==> src/rtl/csi_pkt2vid.sv <==
// CSI-2 byte-stream depacketiser: decodes FS/FE short packets and RAW8 long packets
// into a registered href/vsync/pixel video stream with frame/line counters and sticky errors.
module csi_pkt2vid #(
    parameter int BITS   = 8,
    parameter int WIDTH  = 1280,
    parameter int HEIGHT = 960
) (
    input  logic            pclk,
    input  logic            rst,
    input  logic            in_valid,
    input  logic            in_sop,
    input  logic [7:0]      in_data,
    input  logic            err_clr,
    output logic            out_href,
    output logic            out_vsync,
    output logic [BITS-1:0] out_raw,
    output logic [15:0]     frame_cnt,
    output logic [15:0]     line_cnt,
    output logic            err_len,
    output logic            err_abort,
    output logic            err_seq,
    output logic [2:0]      dbg_state
);

    // Byte handshake: a byte is consumed on every rising edge where in_valid=1;
    // in_sop is only meaningful together with in_valid. There is no backpressure.
    typedef enum logic [2:0] {IDLE, HDR1, HDR2, HDR3, PAYLOAD, CRC0, CRC1} state_t;

    localparam logic [5:0]  DT_FS    = 6'h00;
    localparam logic [5:0]  DT_FE    = 6'h01;
    localparam logic [5:0]  DT_RAW8  = 6'h2A;
    localparam logic [15:0] WIDTH_W  = 16'(WIDTH);
    localparam logic [15:0] HEIGHT_W = 16'(HEIGHT);

    state_t            state_q, state_d;
    logic [5:0]        di_q, di_d;
    logic [15:0]       rem_q, rem_d;
    logic              raw_pkt_q, raw_pkt_d;
    logic              href_q, href_d;
    logic              vsync_q, vsync_d;
    logic [BITS-1:0]   raw_q, raw_d;
    logic [15:0]       frame_q, frame_d;
    logic [15:0]       line_q, line_d;
    logic              err_len_q, err_len_d;
    logic              err_abort_q, err_abort_d;
    logic              err_seq_q, err_seq_d;
    logic              len_ev, abort_ev, seq_ev;

    always_comb begin
        state_d   = state_q;
        di_d      = di_q;
        rem_d     = rem_q;
        raw_pkt_d = raw_pkt_q;
        href_d    = 1'b0;
        vsync_d   = vsync_q;
        raw_d     = raw_q;
        frame_d   = frame_q;
        line_d    = line_q;
        len_ev    = 1'b0;
        abort_ev  = 1'b0;
        seq_ev    = 1'b0;

        // A new packet start outside IDLE abandons the current packet and re-syncs on it.
        if (in_valid && in_sop && state_q != IDLE) begin
            abort_ev = 1'b1;
            di_d     = in_data[5:0];
            state_d  = HDR1;
        end else if (in_valid) begin
            case (state_q)
                IDLE: begin
                    if (in_sop) begin
                        di_d    = in_data[5:0];
                        state_d = HDR1;
                    end
                end
                HDR1: begin
                    rem_d[7:0] = in_data;
                    state_d    = HDR2;
                end
                HDR2: begin
                    rem_d[15:8] = in_data;
                    state_d     = HDR3;
                end
                HDR3: begin
                    state_d   = IDLE;
                    raw_pkt_d = 1'b0;
                    if (di_q == DT_FS) begin
                        seq_ev  = vsync_q;
                        vsync_d = 1'b1;
                        line_d  = 16'd0;
                    end else if (di_q == DT_FE) begin
                        if (!vsync_q) begin
                            seq_ev = 1'b1;
                        end else begin
                            vsync_d = 1'b0;
                            frame_d = frame_q + 16'd1;
                            len_ev  = (line_q != HEIGHT_W);
                        end
                    end else if (di_q >= 6'h10) begin
                        raw_pkt_d = (di_q == DT_RAW8);
                        state_d   = (rem_q == 16'd0) ? CRC0 : PAYLOAD;
                        if (di_q == DT_RAW8) begin
                            if (line_q != 16'hFFFF) line_d = line_q + 16'd1;
                            len_ev = (rem_q != WIDTH_W);
                            seq_ev = !vsync_q;
                        end
                    end
                end
                PAYLOAD: begin
                    if (raw_pkt_q) begin
                        href_d     = 1'b1;
                        raw_d      = '0;
                        raw_d[7:0] = in_data;
                    end
                    rem_d = rem_q - 16'd1;
                    if (rem_q == 16'd1) state_d = CRC0;
                end
                CRC0:    state_d = CRC1;
                CRC1:    state_d = IDLE;
                default: state_d = IDLE;
            endcase
        end

        // Sticky flags: an event in the same cycle as err_clr leaves the flag set.
        err_len_d   = (err_len_q   & ~err_clr) | len_ev;
        err_abort_d = (err_abort_q & ~err_clr) | abort_ev;
        err_seq_d   = (err_seq_q   & ~err_clr) | seq_ev;
    end

    always_ff @(posedge pclk) begin
        if (rst) begin
            state_q     <= IDLE;
            di_q        <= '0;
            rem_q       <= '0;
            raw_pkt_q   <= 1'b0;
            href_q      <= 1'b0;
            vsync_q     <= 1'b0;
            raw_q       <= '0;
            frame_q     <= '0;
            line_q      <= '0;
            err_len_q   <= 1'b0;
            err_abort_q <= 1'b0;
            err_seq_q   <= 1'b0;
        end else begin
            state_q     <= state_d;
            di_q        <= di_d;
            rem_q       <= rem_d;
            raw_pkt_q   <= raw_pkt_d;
            href_q      <= href_d;
            vsync_q     <= vsync_d;
            raw_q       <= raw_d;
            frame_q     <= frame_d;
            line_q      <= line_d;
            err_len_q   <= err_len_d;
            err_abort_q <= err_abort_d;
            err_seq_q   <= err_seq_d;
        end
    end

    assign out_href  = href_q;
    assign out_vsync = vsync_q;
    assign out_raw   = raw_q;
    assign frame_cnt = frame_q;
    assign line_cnt  = line_q;
    assign err_len   = err_len_q;
    assign err_abort = err_abort_q;
    assign err_seq   = err_seq_q;
    assign dbg_state = state_q;

endmodule
==> config.mk <==
export PLATFORM = sky130hd
export DESIGN_NAME = csi_pkt2vid
export DESIGN_NICKNAME = d
export VERILOG_FILES = /design/src/rtl/csi_pkt2vid.sv
export SDC_FILE = /design/constraint.sdc
export NUM_CORES = 1
export LEC_CHECK = 0
export ABC_CLOCK_PERIOD_IN_PS = 3600
export BUFFER_PORTS_ARGS = -buffer_cell sky130_fd_sc_hd__buf_2
export CAP_MARGIN = 20
export CORE_UTILIZATION = 41
export DETAILED_ROUTE_END_ITERATION = 10
export GPL_ROUTABILITY_DRIVEN = 0
export GPL_TIMING_DRIVEN = 0
export SLEW_MARGIN = 15
export SYNTH_ARGS = -nofsm -noshare
export SYNTH_HDL_FRONTEND = slang
export SYNTH_SLANG_ARGS = --single-unit
==> constraint.sdc <==
create_clock -name pclk -period 3.6 [get_ports pclk]
set_input_delay 1.08 -clock pclk [delete_from_list [all_inputs] [get_ports pclk]]
set_output_delay 1.08 -clock pclk [all_outputs]
set_load 0.01 [all_outputs]
Word level (Yosys, flattened, before mapping)

Index checks and enable logic that the tools add are counted.

Bits in registers: 71
Input port bits: 13
Word-level logic and storage cells: 116
Output and inout port bits: 48

Order comparisons: 1
Reduce and logical (&&, ||, !) cells: 28
Muxes and demuxes: 43
Add/sub/neg operators: 3
Bitwise logic cells: 11
Equal/unequal tests: 16

Operators with widths:

| cell                                                  | number |
|---|---|
| two-way mux 16 bit                                    | 5 |
| adder 16 x 1 -> 16 bit (second input constant)        | 2 |
| case mux 8 bit (2 select lines)                       | 2 |
| two-way mux 1 bit                                     | 26 |
| two-way mux 6 bit                                     | 4 |
| case mux 3 bit (6 select lines)                       | 1 |
| AND reduction 3 bit                                   | 6 |
| nonzero test 2 bit                                    | 9 |
| equality test 16 x 1 -> 1 bit (second input constant) | 1 |
| zero test 16 bit                                      | 1 |
| != test 16 x 10 -> 1 bit (second input constant)      | 1 |
| != test 16 x 11 -> 1 bit (second input constant)      | 1 |
| != test 16 bit (second input constant)                | 1 |
| subtractor 16 x 1 -> 16 bit (second input constant)   | 1 |
| two-way mux 3 bit                                     | 5 |
| AND reduction 4 bit                                   | 2 |
| AND reduction 7 bit                                   | 1 |
| equality test 3 x 2 -> 1 bit (second input constant)  | 2 |
| equality test 3 bit (second input constant)           | 2 |
| equality test 6 x 1 -> 1 bit (second input constant)  | 1 |
| equality test 6 bit (second input constant)           | 1 |
| >= comparator 6 x 5 -> 1 bit (second input constant)  | 1 |
| zero test 6 bit                                       | 1 |
| != test 2 bit (second input constant)                 | 3 |
| 12 further kinds                                      | 22 |

Depth between registers and ports, before layout

Depth after elaboration: 9
Mapped depth: 8
Depth with buffers taken out: 7

Least setup slack after synthesis

OpenSTA, ideal clock, no wires.

Path type: input to register
From: input port in_valid
To: register line_q[12] (netlist: line_cnt[12])
Data required time: 3.472 ns
Path buffers: 2
Cell stages on the path: 7
Setup time: 0.128 ns
Setup slack: 0.629 ns
Data arrival time: 2.844 ns
Cell sequence: buf_4 -> or4b_4 -> or4_4 -> buf_6 -> a2111oi_4 -> xnor2_1 -> nor2_1

Word-level cells in the longest chain between the ends: 4

Ends and longest elaborated chain:

| what                              | RTL line | RTL |
|---|---|---|
| start, declared                   | 10       | `input logic in_valid,` |
| logical AND 1 bit (2 in a row)    | 64       | `if (in_valid && in_sop && state_q != IDLE) begin` |
| inverter 1 bit (no line)          | -        |  |
| AND reduction 7 bit (no line) (*) | -        |  |
| end signal, assigned              | 153      | `line_q <= line_d;` |
| end, declared                     | 43       | `logic [15:0] line_q, line_d;` |

Mark *: on every way between the ends. The rest lies on a longest branch, timed or not.
A chain may end at the register's enable or synchronous reset.

Worst setup path after layout

From: input port in_sop
To: register frame_q[15] (netlist: frame_cnt[15])

Word-level cells in the longest chain between the ends: 4

Ends and longest elaborated chain:

| what                           | RTL line | RTL |
|---|---|---|
| start, declared                | 11       | `input logic in_sop,` |
| logical AND 1 bit (2 in a row) | 64       |  |
| inverter 1 bit (no line)       | -        |  |
| AND reduction 6 bit (no line)  | -        |  |
| end signal, assigned           | 152      | `frame_q <= frame_d;` |
| end, declared                  | 42       | `logic [15:0] frame_q, frame_d;` |

Every way passes these cells.

==> results.yml <==
layout:
  antennaDiodeCount: 0
  final_cell_mix: "71 x dfxtp_1, 64 x nor2_1, 59 x buf_2"
  fin_util_pct: 49.9
  stdcell_count: 649
  num-nets-final: 555
  n_fill_cell: 878
  final_layout_size_suffix_gt1_share_pct: 15.7
  layout_commonest_cell: "dfxtp_1"
  areaGrowthSynthToFinish_pct: 18.0
logic_synthesis:
  ys_dominant_reg_cell: "dfxtp_1"
  synth_compound_area_share_pct: 19.0
  synth_fp_nets: 485
  yosysSeqAreaShare_pct: 38.7
  synthXorXnorAreaFrac_pct: 6.21
  synth_warnings: 0
  synth.area.mux_share_pct: 0.546
  synth_area_mm2: 0.00367
  synth_area_per_cell_um2: 7.87
  ys_ff_latch: 71
  yosys.area_share.simple_pct: 29.4
  yosysUniqueCellTypes: 55
  synth-edff-count: 0
  synth_top_family_by_area: "simple AND/OR/NAND/NOR gates"
  yosys.area_share.adder_pct: 2.05
  netlist_instances: 466
  synth-async-reset-ratio_pct: 0
hold_path:
  hp-class: "register to register"
timing:
  fmax_ghz: 0.344
  setup_viol: 0
  tightest_slew_ps: 1060
  holdWs_ps: 455
  finalHoldViolations: 0
  skew_ps: 12.0
  slew_headroom_pct: 29.0
  final_max_slew_viol_count: 0
  setup_tns_ps: 0
  grt_setup_unrepaired: "no"
  min_period_ps: 2900
  finalCritPeriodShare_pct: 80.7
power:
  p_sw_uw: 406
  power.leakage_uw: 0.00161
  switching_share_pct: 24.7
  pwr-share-comb_pct: 6.7
  power_frac_clock_pct: 44.7
  p_per_area_mw_per_mm2: 380
  internal_power_uw: 1240
  ir_drop_v: 0.000184
  pwr-share-seq_pct: 48.5
worst_setup_path:
  path_max_fanout: 10
  worstSetupEndpointType: "register"
  path_cells: "buf_2 -> or4b_4 -> nor4_2 -> clkbuf_1 -> nand3_1 -> xor2_1 -> nor2_1"
  path_class: "input port to register"
  cp_slowest_cell: "or4b_4"
  cp_top_family: "simple AND/OR/NAND/NOR gates"
  cpPeakStageDelay_ps: 520
  critPathRequiredTime_ps: 3810
  worst-path-buf-inv: 2
  start_kind: "input port"
  worstPathArrival_ps: 3120
clock_network:
  clkTransAtPathRegs_ps: 80
  post_cts_buffers: 0
  htreeDepth: 3
  clk_latency_ps: 350
  hold_buffers: 0
  tritoncts: "done"
  cts_buffer_depth: 2
  cts_buffers: 9
  clock_sinks: 71
  cts_resized: 0
  root_buffer: "clkbuf_8"
detailed_routing:
  vias: 3676
  postRouteWirelength_mm: 10.1
  routedWlPerCell_um: 15.5
  drtPass1Iterations: 4
  ant_nets: 0
  drt_iter0_markers: 167
  vias_per_cell: 5.66
  drc_errors: 0
die:
  ioPinCount: 61
  row_count: 34
  die_w_um: 96.6
  core_area_mm2: 0.00868
  dieArea_mm2: 0.00933
  initial_utilization_pct: 42.3
  die_y_um: 96.6
grt:
  track_usage_pct: 21.8
  grt_max_degree: 14
  antenna_found_initial: 0
  grt_pass1_wl_mm: 15.5
  grt_overflow: 0
  grt_pass1_vias: 3123
outcome:
  outcome: "finished clean"
run:
  maxCapViolations: 0
placement:
  dp.final_hpwl_mm: 7.37
  placed_cells: 633
  port-buffer-count: 59
synthesized netlist by cell type, drive strengths merged (4+ instances only):
| master | n | area, um2 |
|---|---|---|
| or3 | 11 | 68.8 |
| nor3 | 11 | 55.1 |
| ha | 6 | 75.1 |
| nand3 | 31 | 155 |
| nor4 | 11 | 75.1 |
| inv | 13 | 48.8 |
| xor2 | 11 | 96.3 |
| xnor2 | 15 | 131 |
| nand2 | 47 | 176 |
| a2111oi | 6 | 98.8 |
| a22oi | 4 | 30.0 |
| o21ai | 20 | 100 |
| nand4 | 13 | 81.3 |
| dfxtp | 71 | 1420 |
| nor2 | 64 | 240 |
| or4 | 6 | 48.8 |
| a31oi | 5 | 31.3 |
| a211oi | 4 | 30.0 |
| clkbuf | 22 | 82.6 |
| a21oi | 49 | 245 |
worst paths after layout:
path,startpoint,endpoint,slack (ps),cells after the start
worst max register to register,dbg_state[0],frame_cnt[15],980,7
worst min register to register,out_raw[1],out_raw[1],450,2
worst min-delay path,out_raw[1],out_raw[1],450,2
worst max-delay path,in_sop,frame_cnt[15],700,7
power by group through the flow:
stage / Combinational [uW] / Sequential, uW / Clock [uW]
5_1_grt: 122 / 800 / 786
6_report: 111 / 799 / 736
4_1_cts: 109 / 799 / 744
3_3_place_gp: 107 / 817 / 0
2_1_floorplan: 70.9 / 817 / 0
3_5_place_dp: 109 / 818 / 0
per-layer routing:
| metal | wire, um | global-route usage, % |
|---|---|---|
| met3 | 615 | 4.38 |
| met2 | 4460 | 32.9 |
| met4 | 149 | 6.62 |
| met1 | 4840 | 31.1 |
| met5 | 0 | 0 |
worst min-delay path, cell delays in order, from the launching register on:
cell and delay, ps:
dfxtp_1 310, nand2_1 50, a21oi_1 50
per-stage QoR:
step / setup WS [ps] / total power (uW) / area [um2]
6_report: 696 / 1650 / 4330
5_1_grt: 560 / 1710 / 4330
4_1_cts: 716 / 1650 / 4330
3_5_place_dp: 353 / 926 / 4100
3_3_place_gp: 331 / 925 / 4100
2_1_floorplan: 629 / 887 / 3670
cells by family (layout without fill, tap and decap cells):
family | Yosys count | in the layout
AOI/OAI and AO/OA | 107 | 107
buffers and inverters | 37 | 112
adders and majority gates | 6 | 6
xor gates and xnor gates | 26 | 26
muxes | 2 | 2
and+or+nand+nor | 217 | 217
DFF | 71 | 71
area by class of cell:
| class | count | area (um2) | area share (%) |
|---|---|---|---|
| Inverter | 13 | 48.8 | 1.13 |
| Timing Repair Buffer | 59 | 295 | 6.82 |
| Clock inverter | 6 | 92.6 | 2.14 |
| Tap cell | 108 | 135 | 3.12 |
| Clock buffer | 10 | 138 | 3.18 |
| Multi-Input combinational cell | 358 | 2100 | 48.4 |
| Buffer | 24 | 101 | 2.34 |
| Sequential cell | 71 | 1420 | 32.8 |
sequential cells by signal (all words and copies together) (netlist names):
signal	count
frame_cnt	16
out_vsync	1
err_abort	1
rem_q	16
dbg_state	3
err_seq	1
out_href	1
out_raw	8
line_cnt	16
di_q	6
err_len	1
raw_pkt_q	1
(Power assumes the default switching activity.)
